### config.mk
export PLATFORM = sky130hd
export DESIGN_NAME = rd_pix_unpack_buf_flat
export DESIGN_NICKNAME = d
export VERILOG_FILES = /design/src/rtl/rd_pix_unpack_buf_if.sv /design/src/rtl/rd_pix_unpack_buf.sv /design/src/flat_wrapper.sv
export SDC_FILE = /design/constraint.sdc
export NUM_CORES = 2
export LEC_CHECK = 0
export BUFFER_PORTS_ARGS = -buffer_cell sky130_fd_sc_hd__buf_4
export CAP_MARGIN = 20
export CORE_MARGIN = 8
export CORE_UTILIZATION = 40
export DETAILED_ROUTE_END_ITERATION = 12
export PLACE_DENSITY = 0.52
export SETUP_SLACK_MARGIN = 0.02
export SLEW_MARGIN = 20
export SYNTH_ARGS = -nofsm -noshare
export SYNTH_HDL_FRONTEND = slang
export SYNTH_SLANG_ARGS = --single-unit
### constraint.sdc
create_clock -name clk -period 22.7 [get_ports clk]
set_input_delay 1.135 -clock clk [delete_from_list [all_inputs] [get_ports clk]]
set_output_delay 1.135 -clock clk [all_outputs]
set_load 0.02 [all_outputs]
### src/rtl/rd_pix_unpack_buf_if.sv
// Beat-write and display-pixel signals of the display read buffer.
// master = beat/timing source, slave = rd_pix_unpack_buf.
interface rd_pix_unpack_buf_if #(
    parameter int DATA_WIDTH = 256,
    parameter int PIX_WIDTH  = 16
);
    logic                  vs_in;
    logic                  de_in;
    logic                  buf_wr_en;
    logic [DATA_WIDTH-1:0] buf_wr_data;
    logic                  buf_afull;
    logic [PIX_WIDTH-1:0]  pix_data;
    logic                  de_out;

    modport master (
        output vs_in, de_in, buf_wr_en, buf_wr_data,
        input  buf_afull, pix_data, de_out
    );

    modport slave (
        input  vs_in, de_in, buf_wr_en, buf_wr_data,
        output buf_afull, pix_data, de_out
    );
endinterface

### src/rtl/rd_pix_unpack_buf.sv
// Display read buffer: beat FIFO, MSB-first RGB565 unpack, frame-start realign.
// Define RD_PIX_UNDERFLOW_CNT_EN to build the saturating underflow event counter.
module rd_pix_unpack_buf #(
    parameter int DATA_WIDTH  = 256,
    parameter int PIX_WIDTH   = 16,
    parameter int FIFO_DEPTH  = 16,
    parameter int AFULL_LEVEL = 12
) (
    input  logic                          clk,
    input  logic                          rst,
    rd_pix_unpack_buf_if.slave            bus,
    output logic [$clog2(FIFO_DEPTH):0]   fifo_level,
    output logic                          overflow,
    output logic                          underflow,
    output logic [15:0]                   underflow_cnt
);
    localparam int PIX_PER_WORD = DATA_WIDTH / PIX_WIDTH;
    localparam int AW = $clog2(FIFO_DEPTH);
    localparam int IW = $clog2(PIX_PER_WORD);
    localparam logic [AW-1:0] PTR_ONE   = AW'(1);
    localparam logic [AW:0]   LVL_ONE   = (AW+1)'(1);
    localparam logic [AW:0]   LVL_FULL  = (AW+1)'(FIFO_DEPTH);
    localparam logic [AW:0]   LVL_AFULL = (AW+1)'(AFULL_LEVEL);
    localparam logic [IW-1:0] IDX_ONE   = IW'(1);
    localparam logic [IW-1:0] IDX_LAST  = IW'(PIX_PER_WORD - 1);

    logic [DATA_WIDTH-1:0]                 mem [FIFO_DEPTH];
    logic [AW-1:0]                         wr_ptr;
    logic [AW-1:0]                         rd_ptr;
    logic [PIX_PER_WORD-1:0][PIX_WIDTH-1:0] hold;
    logic                                  hold_valid;
    logic [IW-1:0]                         idx;
    logic                                  vs_d;

    logic flush;
    logic fifo_empty;
    logic fifo_full;
    logic wr_fire;
    logic last_pix;
    logic pop;
    logic udf_evt;

    assign flush      = bus.vs_in && !vs_d;
    assign fifo_empty = (fifo_level == '0);
    assign fifo_full  = (fifo_level == LVL_FULL);
    assign wr_fire    = bus.buf_wr_en && !fifo_full && !flush;
    assign last_pix   = (idx == IDX_LAST);
    // Pop either to fill an empty hold register or to chain the next beat after the last pixel.
    assign pop        = !flush && !fifo_empty && (!hold_valid || (bus.de_in && last_pix));
    assign udf_evt    = !flush && bus.de_in && !hold_valid;

    assign bus.buf_afull = (fifo_level >= LVL_AFULL);

    always_ff @(posedge clk) begin
        if (wr_fire) begin
            mem[wr_ptr] <= bus.buf_wr_data;
        end
    end

    always_ff @(posedge clk) begin
        if (rst) begin
            wr_ptr       <= '0;
            rd_ptr       <= '0;
            fifo_level   <= '0;
            hold         <= '0;
            hold_valid   <= 1'b0;
            idx          <= '0;
            vs_d         <= 1'b0;
            overflow     <= 1'b0;
            underflow    <= 1'b0;
            bus.pix_data <= '0;
            bus.de_out   <= 1'b0;
        end else begin
            vs_d         <= bus.vs_in;
            bus.de_out   <= bus.de_in;
            bus.pix_data <= '0;
            if (flush) begin
                wr_ptr     <= '0;
                rd_ptr     <= '0;
                fifo_level <= '0;
                hold_valid <= 1'b0;
                idx        <= '0;
                overflow   <= 1'b0;
                underflow  <= 1'b0;
            end else begin
                if (wr_fire) begin
                    wr_ptr <= wr_ptr + PTR_ONE;
                end
                if (bus.buf_wr_en && fifo_full) begin
                    overflow <= 1'b1;
                end
                unique case ({wr_fire, pop})
                    2'b10:   fifo_level <= fifo_level + LVL_ONE;
                    2'b01:   fifo_level <= fifo_level - LVL_ONE;
                    default: ;
                endcase

                if (bus.de_in) begin
                    if (hold_valid) begin
                        // Packed element 0 is the LSB pixel, so idx is reversed for MSB-first order.
                        bus.pix_data <= hold[~idx];
                        idx          <= idx + IDX_ONE;
                        if (last_pix && fifo_empty) begin
                            hold_valid <= 1'b0;
                        end
                    end else begin
                        underflow <= 1'b1;
                    end
                end

                if (pop) begin
                    rd_ptr     <= rd_ptr + PTR_ONE;
                    hold       <= mem[rd_ptr];
                    hold_valid <= 1'b1;
                    idx        <= '0;
                end
            end
        end
    end

`ifdef RD_PIX_UNDERFLOW_CNT_EN
    always_ff @(posedge clk) begin
        if (rst) begin
            underflow_cnt <= '0;
        end else if (udf_evt && (underflow_cnt != 16'hFFFF)) begin
            underflow_cnt <= underflow_cnt + 16'd1;
        end
    end
`else
    assign underflow_cnt = '0;
`endif

endmodule

### src/flat_wrapper.sv
// flat-port wrapper written by rule: the top's interface ports become plain ports
module rd_pix_unpack_buf_flat 
#(
    parameter int DATA_WIDTH  = 256,
    parameter int PIX_WIDTH   = 16,
    parameter int FIFO_DEPTH  = 16,
    parameter int AFULL_LEVEL = 12
)
  (clk, rst, fifo_level, overflow, underflow, underflow_cnt, bus_vs_in, bus_de_in, bus_buf_wr_en, bus_buf_wr_data, bus_buf_afull, bus_pix_data, bus_de_out);
  rd_pix_unpack_buf_if #(.DATA_WIDTH(DATA_WIDTH), .PIX_WIDTH(PIX_WIDTH)) bus_i ();
  input  logic clk;
  input  logic rst;
  output logic [$clog2(FIFO_DEPTH):0] fifo_level;
  output logic overflow;
  output logic underflow;
  output logic [15:0] underflow_cnt;
  input wire logic [$bits(bus_i.vs_in)-1:0] bus_vs_in;
  input wire logic [$bits(bus_i.de_in)-1:0] bus_de_in;
  input wire logic [$bits(bus_i.buf_wr_en)-1:0] bus_buf_wr_en;
  input wire logic [$bits(bus_i.buf_wr_data)-1:0] bus_buf_wr_data;
  output wire logic [$bits(bus_i.buf_afull)-1:0] bus_buf_afull;
  output wire logic [$bits(bus_i.pix_data)-1:0] bus_pix_data;
  output wire logic [$bits(bus_i.de_out)-1:0] bus_de_out;
  assign bus_i.vs_in = bus_vs_in;
  assign bus_i.de_in = bus_de_in;
  assign bus_i.buf_wr_en = bus_buf_wr_en;
  assign bus_i.buf_wr_data = bus_buf_wr_data;
  assign bus_buf_afull = bus_i.buf_afull;
  assign bus_pix_data = bus_i.pix_data;
  assign bus_de_out = bus_i.de_out;
  rd_pix_unpack_buf #(.DATA_WIDTH(DATA_WIDTH), .PIX_WIDTH(PIX_WIDTH), .FIFO_DEPTH(FIFO_DEPTH), .AFULL_LEVEL(AFULL_LEVEL)) u_core (.clk(clk), .rst(rst), .bus(bus_i), .fifo_level(fifo_level), .overflow(overflow), .underflow(underflow), .underflow_cnt(underflow_cnt));
endmodule
# After elaboration in Yosys (flattened, before gate mapping)
# Memories as Yosys holds them, arrays and structs flattened. A register that Yosys moved wholly into a read port is not among the register bits.
# Cells that the tools add are included.
# word_totals
mem_bits_rw	4096
register_bits	38
inputBits	261
memories	1
# mem_list
memory	words	word_bits	read_ports	rd_clocked_by_memory_dff	write_ports	line_no	text
u_core.mem	16	256	1	1	1	rd_pix_unpack_buf.sv:27	logic [DATA_WIDTH-1:0] mem [FIFO_DEPTH];
# classes
bitwise_logic	4
muxes	9
order_cmp	2
eq_ne	4
add_sub_neg	5
reduce_logical	23
# op_table
cell	count
$bmux W16 S4	1
$mux W16	1
$add A4 B1 Y4 const B	3
$pmux W5 S2	1
$logic_and A1 B1 Y1	8
$mux W1	6
$reduce_and A2 Y1	3
$add A5 B1 Y5 const B	1
$eq A5 B5 Y1 const B	1
$ge A5 B4 Y1 const B	1
$logic_not A1 Y1	5
$logic_not A5 Y1	1
$lt A4 B5 Y1 const B	1
$sub A5 B1 Y5 const B	1
$eq A4 B4 Y1 const B	1
$not A4 Y4	1
$reduce_bool A2 Y1	2
$reduce_or A4 Y1	1
$not A1 Y1	3
$reduce_or A3 Y1	1
$eq A2 B1 Y1 const B	1
$eq A2 B2 Y1 const B	1
$reduce_or A2 Y1	1
$logic_or A1 B1 Y1	1

# Depth between registers and ports, before layout
# depth
word_depth	7
mapped_depth	12
depth_no_buf	10

# Least setup slack after synthesis
# Ideal clock, no wire load.
# synth_path
path_type	in2reg
startpoint	in bus_vs_in
endpoint	mem u_core.mem[0][0], enable pin
path_stages	4
slack_ps	2730
path_buffers	0
setup_ps	1186
arrival_time_ps	18784
path_cell_list	nand2b_1 -> o211a_1 -> nand2_1 -> nor3_1
# synth_via
elab_chain_len	5
# synth_lines
element	line_no	text
from (decl)	flat_wrapper.sv:17	input wire logic [$bits(bus_i.vs_in)-1:0] bus_vs_in;
$logic_and A1 B1 Y1	rd_pix_unpack_buf.sv:43	assign flush = bus.vs_in && !vs_d;
$logic_not A1 Y1	rd_pix_unpack_buf.sv:46	assign wr_fire = bus.buf_wr_en && !fifo_full && !flush;
$logic_and A1 B1 Y1	rd_pix_unpack_buf.sv:46	
$mux W1	rd_pix_unpack_buf.sv:55	if (wr_fire) begin
$mux W1 (implied by the code)	rd_pix_unpack_buf.sv:56	mem[wr_ptr] <= bus.buf_wr_data;
to (decl)	rd_pix_unpack_buf.sv:27	
# No other way between the ends.

==> flow_summary_export.csv <==
group,metric,value,unit
clocking,holdBufCountCts,0,
critical_path,setup.worst_path.end_class,"flop",
detailed_routing,drt_pass1_iterations,5,
critical_path,worst_path_largest_cell_delay,0.88,ns
power_and_ir_drop,power.density_cell_area,93.7,mW/mm^2
sta,final.min_clock_period,6.12,ns
sta,slew-limit-headroom,0.127,
power_and_ir_drop,ir_worst_vdd,0.0628,mV
clocking,ctsLongestPathBuffers,4,
clocking,postCtsSetupRepairBufs,0,
global_routing,grt_remaining_overflow,0,
power_and_ir_drop,pwr-share-seq,0.512,
critical_path,timing.critical_path.cells,"buf_4 -> buf_4 -> buf_4 -> buf_16 -> buf_4 -> buf_4 -> mux4_2 -> mux2_2 -> a221o_1",
sta,layout_worst_path_cycle_share,0.269,
logic_synthesis,synth_edf_count,4096,
placed_design,port_buffers,285,
clocking,cts_tree,"yes",
finish,area_growth_syn_to_layout,14.4,%
logic_synthesis,ys_async_sr_fraction,0,
sta,timing.final.hold_violations,0,
clocking,cts_max_level,5,
global_routing,grt_first_pass_wirelength,639000,um
detailed_routing,postRouteAntennaNets,0,
critical_path,r2r.worst_path.cells,9,
detailed_routing,postRouteWirelength,459000,um
power_and_ir_drop,power_frac_comb,0.060,
logic_synthesis,post-synth-top-area-cell,"edfxtp_1",
detailed_routing,drt-wirelength-per-cell,33.8,um
global_routing,grt_start_max_net_pins,129,
critical_path,crit_path_start_kind,"flop",
clocking,post_cts_resized,0,
run,max_cap_violations,0,
detailed_routing,number_of_vias_per_cell,5.77,
critical_path,critical_path_depth,9,
sta,final.setup.tns,0,ns
die,placeableCoreArea,0.415,mm^2
logic_synthesis,ys.warnings.count,0,
critical_path,worstPathBufferInverterCount,6,
clocking,cts-root-buf,"clkbuf_16",
logic_synthesis,synthMostInstantiatedCell,"edfxtp_1",
critical_path,worstPathArrival,6.95,ns
logic_synthesis,synth_top_area_cells,"edfxtp_1 74%, mux4_2 15%, dfxtp_1 3.5%",
critical_path,crit_family,"buffers and inverters",
placed_design,hpwl,248000,um
logic_synthesis,netlist_top_cells_count,"4096 x edfxtp_1, 1088 x mux4_2, 294 x dfxtp_1",
die,die-area,0.437,mm^2
critical_path,worstPathMaxFanout,39,
power_and_ir_drop,switching_power,3.96,mW
global_routing,antenna_found_initial,148,
global_routing,grt_pass1_vias,80800,
clocking,clock_insertion_delay_worst_skew,0.99,ns
power_and_ir_drop,power_report.internal_total,13.9,mW
logic_synthesis,post-synth-top-area-fraction,0.739,
critical_path,crit_path_frequent_cell,"buf_4",
critical_path,timing.setup.critical_path_class,"reg -> reg",
detailed_routing,initialDrtViolationCount,7606,
global_routing,gr-usage-all-layers,0.206,
power_and_ir_drop,power.total,17.8,mW
sta,tightestPinTransition,1.27,ns
power_and_ir_drop,power.share.clock,0.428,
hold_path,hold_depth,2,
finish,final_net_count,7908,
logic_synthesis,ys_ff_latch,4390,
placed_design,routabilityCongestion,0.738,
die,boundaryPins,302,
power_and_ir_drop,leakagePower,57.7,nW
sta,timing_max_transition_violations_final,0,
clocking,cts_buffers,465,
critical_path,timing.critical_path.slowest_stage_cell,"dfxtp_4",
sta,whs,0.406,ns
die,dieHeight,661,um
critical_path,worstPathRequired,23.54,ns
hold_path,min_path_type,"in -> reg",
clocking,cts_num_sinks,4390,
logic_synthesis,synthesis.area,0.166,mm^2
power_and_ir_drop,sw_frac_of_total,0.222,
die,initial_utilization,0.400,
detailed_routing,via_count,78300,
die,width_of_the_die,661,um
sta,rsz_0062_raised_after_global_routing,"no",
logic_synthesis,ys_types,44,
die,placement_rows,237,
sta,max_clock_freq,0.163,GHz
sta,timing.clock.skew,0.0320,ns
clocking,clk_pin_slew,0.06,ns
logic_synthesis,yosysSeqAreaShare,0.775,
outcome,status,"finished clean",
sta,endpoints_failing_setup,0,
finish,final_layout_size_suffix_gt1_frac,0.315,
detailed_routing,post_route_drc_violation_count,0,
logic_synthesis,syn_area_per_cell,23.3,um^2
logic_synthesis,netlist_instances,7128,
logic_synthesis,ys.flop_type,"edfxtp_1",
cell usage in the layout, fill, tap and decap left out, drive strengths merged, types with 7 or more instances in the layout:
cell	instances
edfxtp	4096
mux4	1088
clkbuf	643
buf	474
dfxtp	294
mux2i	293
nor3	261
mux2	256
a221o	256
clkinv	163
bufinv	46
diode	36
nor2	29
inv	20
nand2	16
o22ai	16
conb	16
clkinvlp	12
ha	9
nand3	8
xor2	7
a21oi	7
state kept, by name (all words and copies together), names as in the netlist:
signal	count
u_core.rd_ptr	4
u_core.underflow	1
u_core.overflow	1
u_core.hold_valid	1
u_core.idx	4
u_core.hold	256
u_core.mem	4096
u_core.bus.pix_data	16
u_core.fifo_level	5
u_core.bus.de_out	1
u_core.vs_d	1
u_core.wr_ptr	4
power by group through the flow:
stage | registers (mW) | clock network (mW) | logic [mW]
6_report | 9.14 | 7.63 | 1.08
5_1_grt | 9.14 | 8.08 | 1.14
4_1_cts | 9.14 | 7.79 | 1.09
3_5_place_dp | 9.31 | 0 | 1.09
3_3_place_gp | 9.31 | 0 | 1.08
2_1_floorplan | 9.22 | 0 | 0.647
metrics by stage:
stage / worst slack, ns / instance area [um^2] / instances / util
floorplan: 2.73 / 166000 / 7143 / -
global placement: 16.09 / 175000 / 12700 / 0.421
detailed placement: 16.14 / 175000 / 12700 / 0.421
CTS: 16.09 / 190000 / 13500 / 0.458
global route: 15.93 / 190000 / 13600 / 0.458
finish: 16.58 / 190000 / 13600 / 0.458
routing by layer:
layer | global-route usage | up-vias | routed length (um)
met4 | 0.0569 | 82 | 12500
met5 | 0 | - | 540
met3 | 0.0454 | 728 | 33300
met2 | 0.336 | 2623 | 221000
li1 | - | 31700 | -
met1 | 0.281 | 43100 | 191000
area by class of cell:
class,instances,area (um^2)
repair buffers,474,3820
clock inverters,234,2520
well taps,5497,6880
diodes,36,90.1
multi-input cells,2300,35200
clock buffers,643,12900
flip-flops and latches,4390,129000
inverters,7,26.3
fillers,34300,225000
worst paths after layout:
| check | startpoint | end | slack (ns) |
|---|---|---|---|
| max | u_core.rd_ptr[1] | u_core.hold[155] | 16.58 |
| min | rst | u_core.vs_d | 0.41 |
| max reg2reg | u_core.rd_ptr[1] | u_core.hold[155] | 16.58 |
| min reg2reg | u_core.underflow | u_core.underflow | 0.48 |
cell families after synthesis:
| kind of cell | share of synthesized area |
|---|---|
| flip-flops | 0.775 |
| other | 0.0000225 |
| adder cells (fa/ha/maj) | 0.000677 |
| XOR/XNOR | 0.000474 |
| AND/OR/NAND/NOR | 0.00995 |
| AO/OA/AOI/OAI | 0.0171 |
| buffers and inverters | 0.0149 |
| multiplexers | 0.182 |
Note: power is estimated with default switching activity, not from simulation.
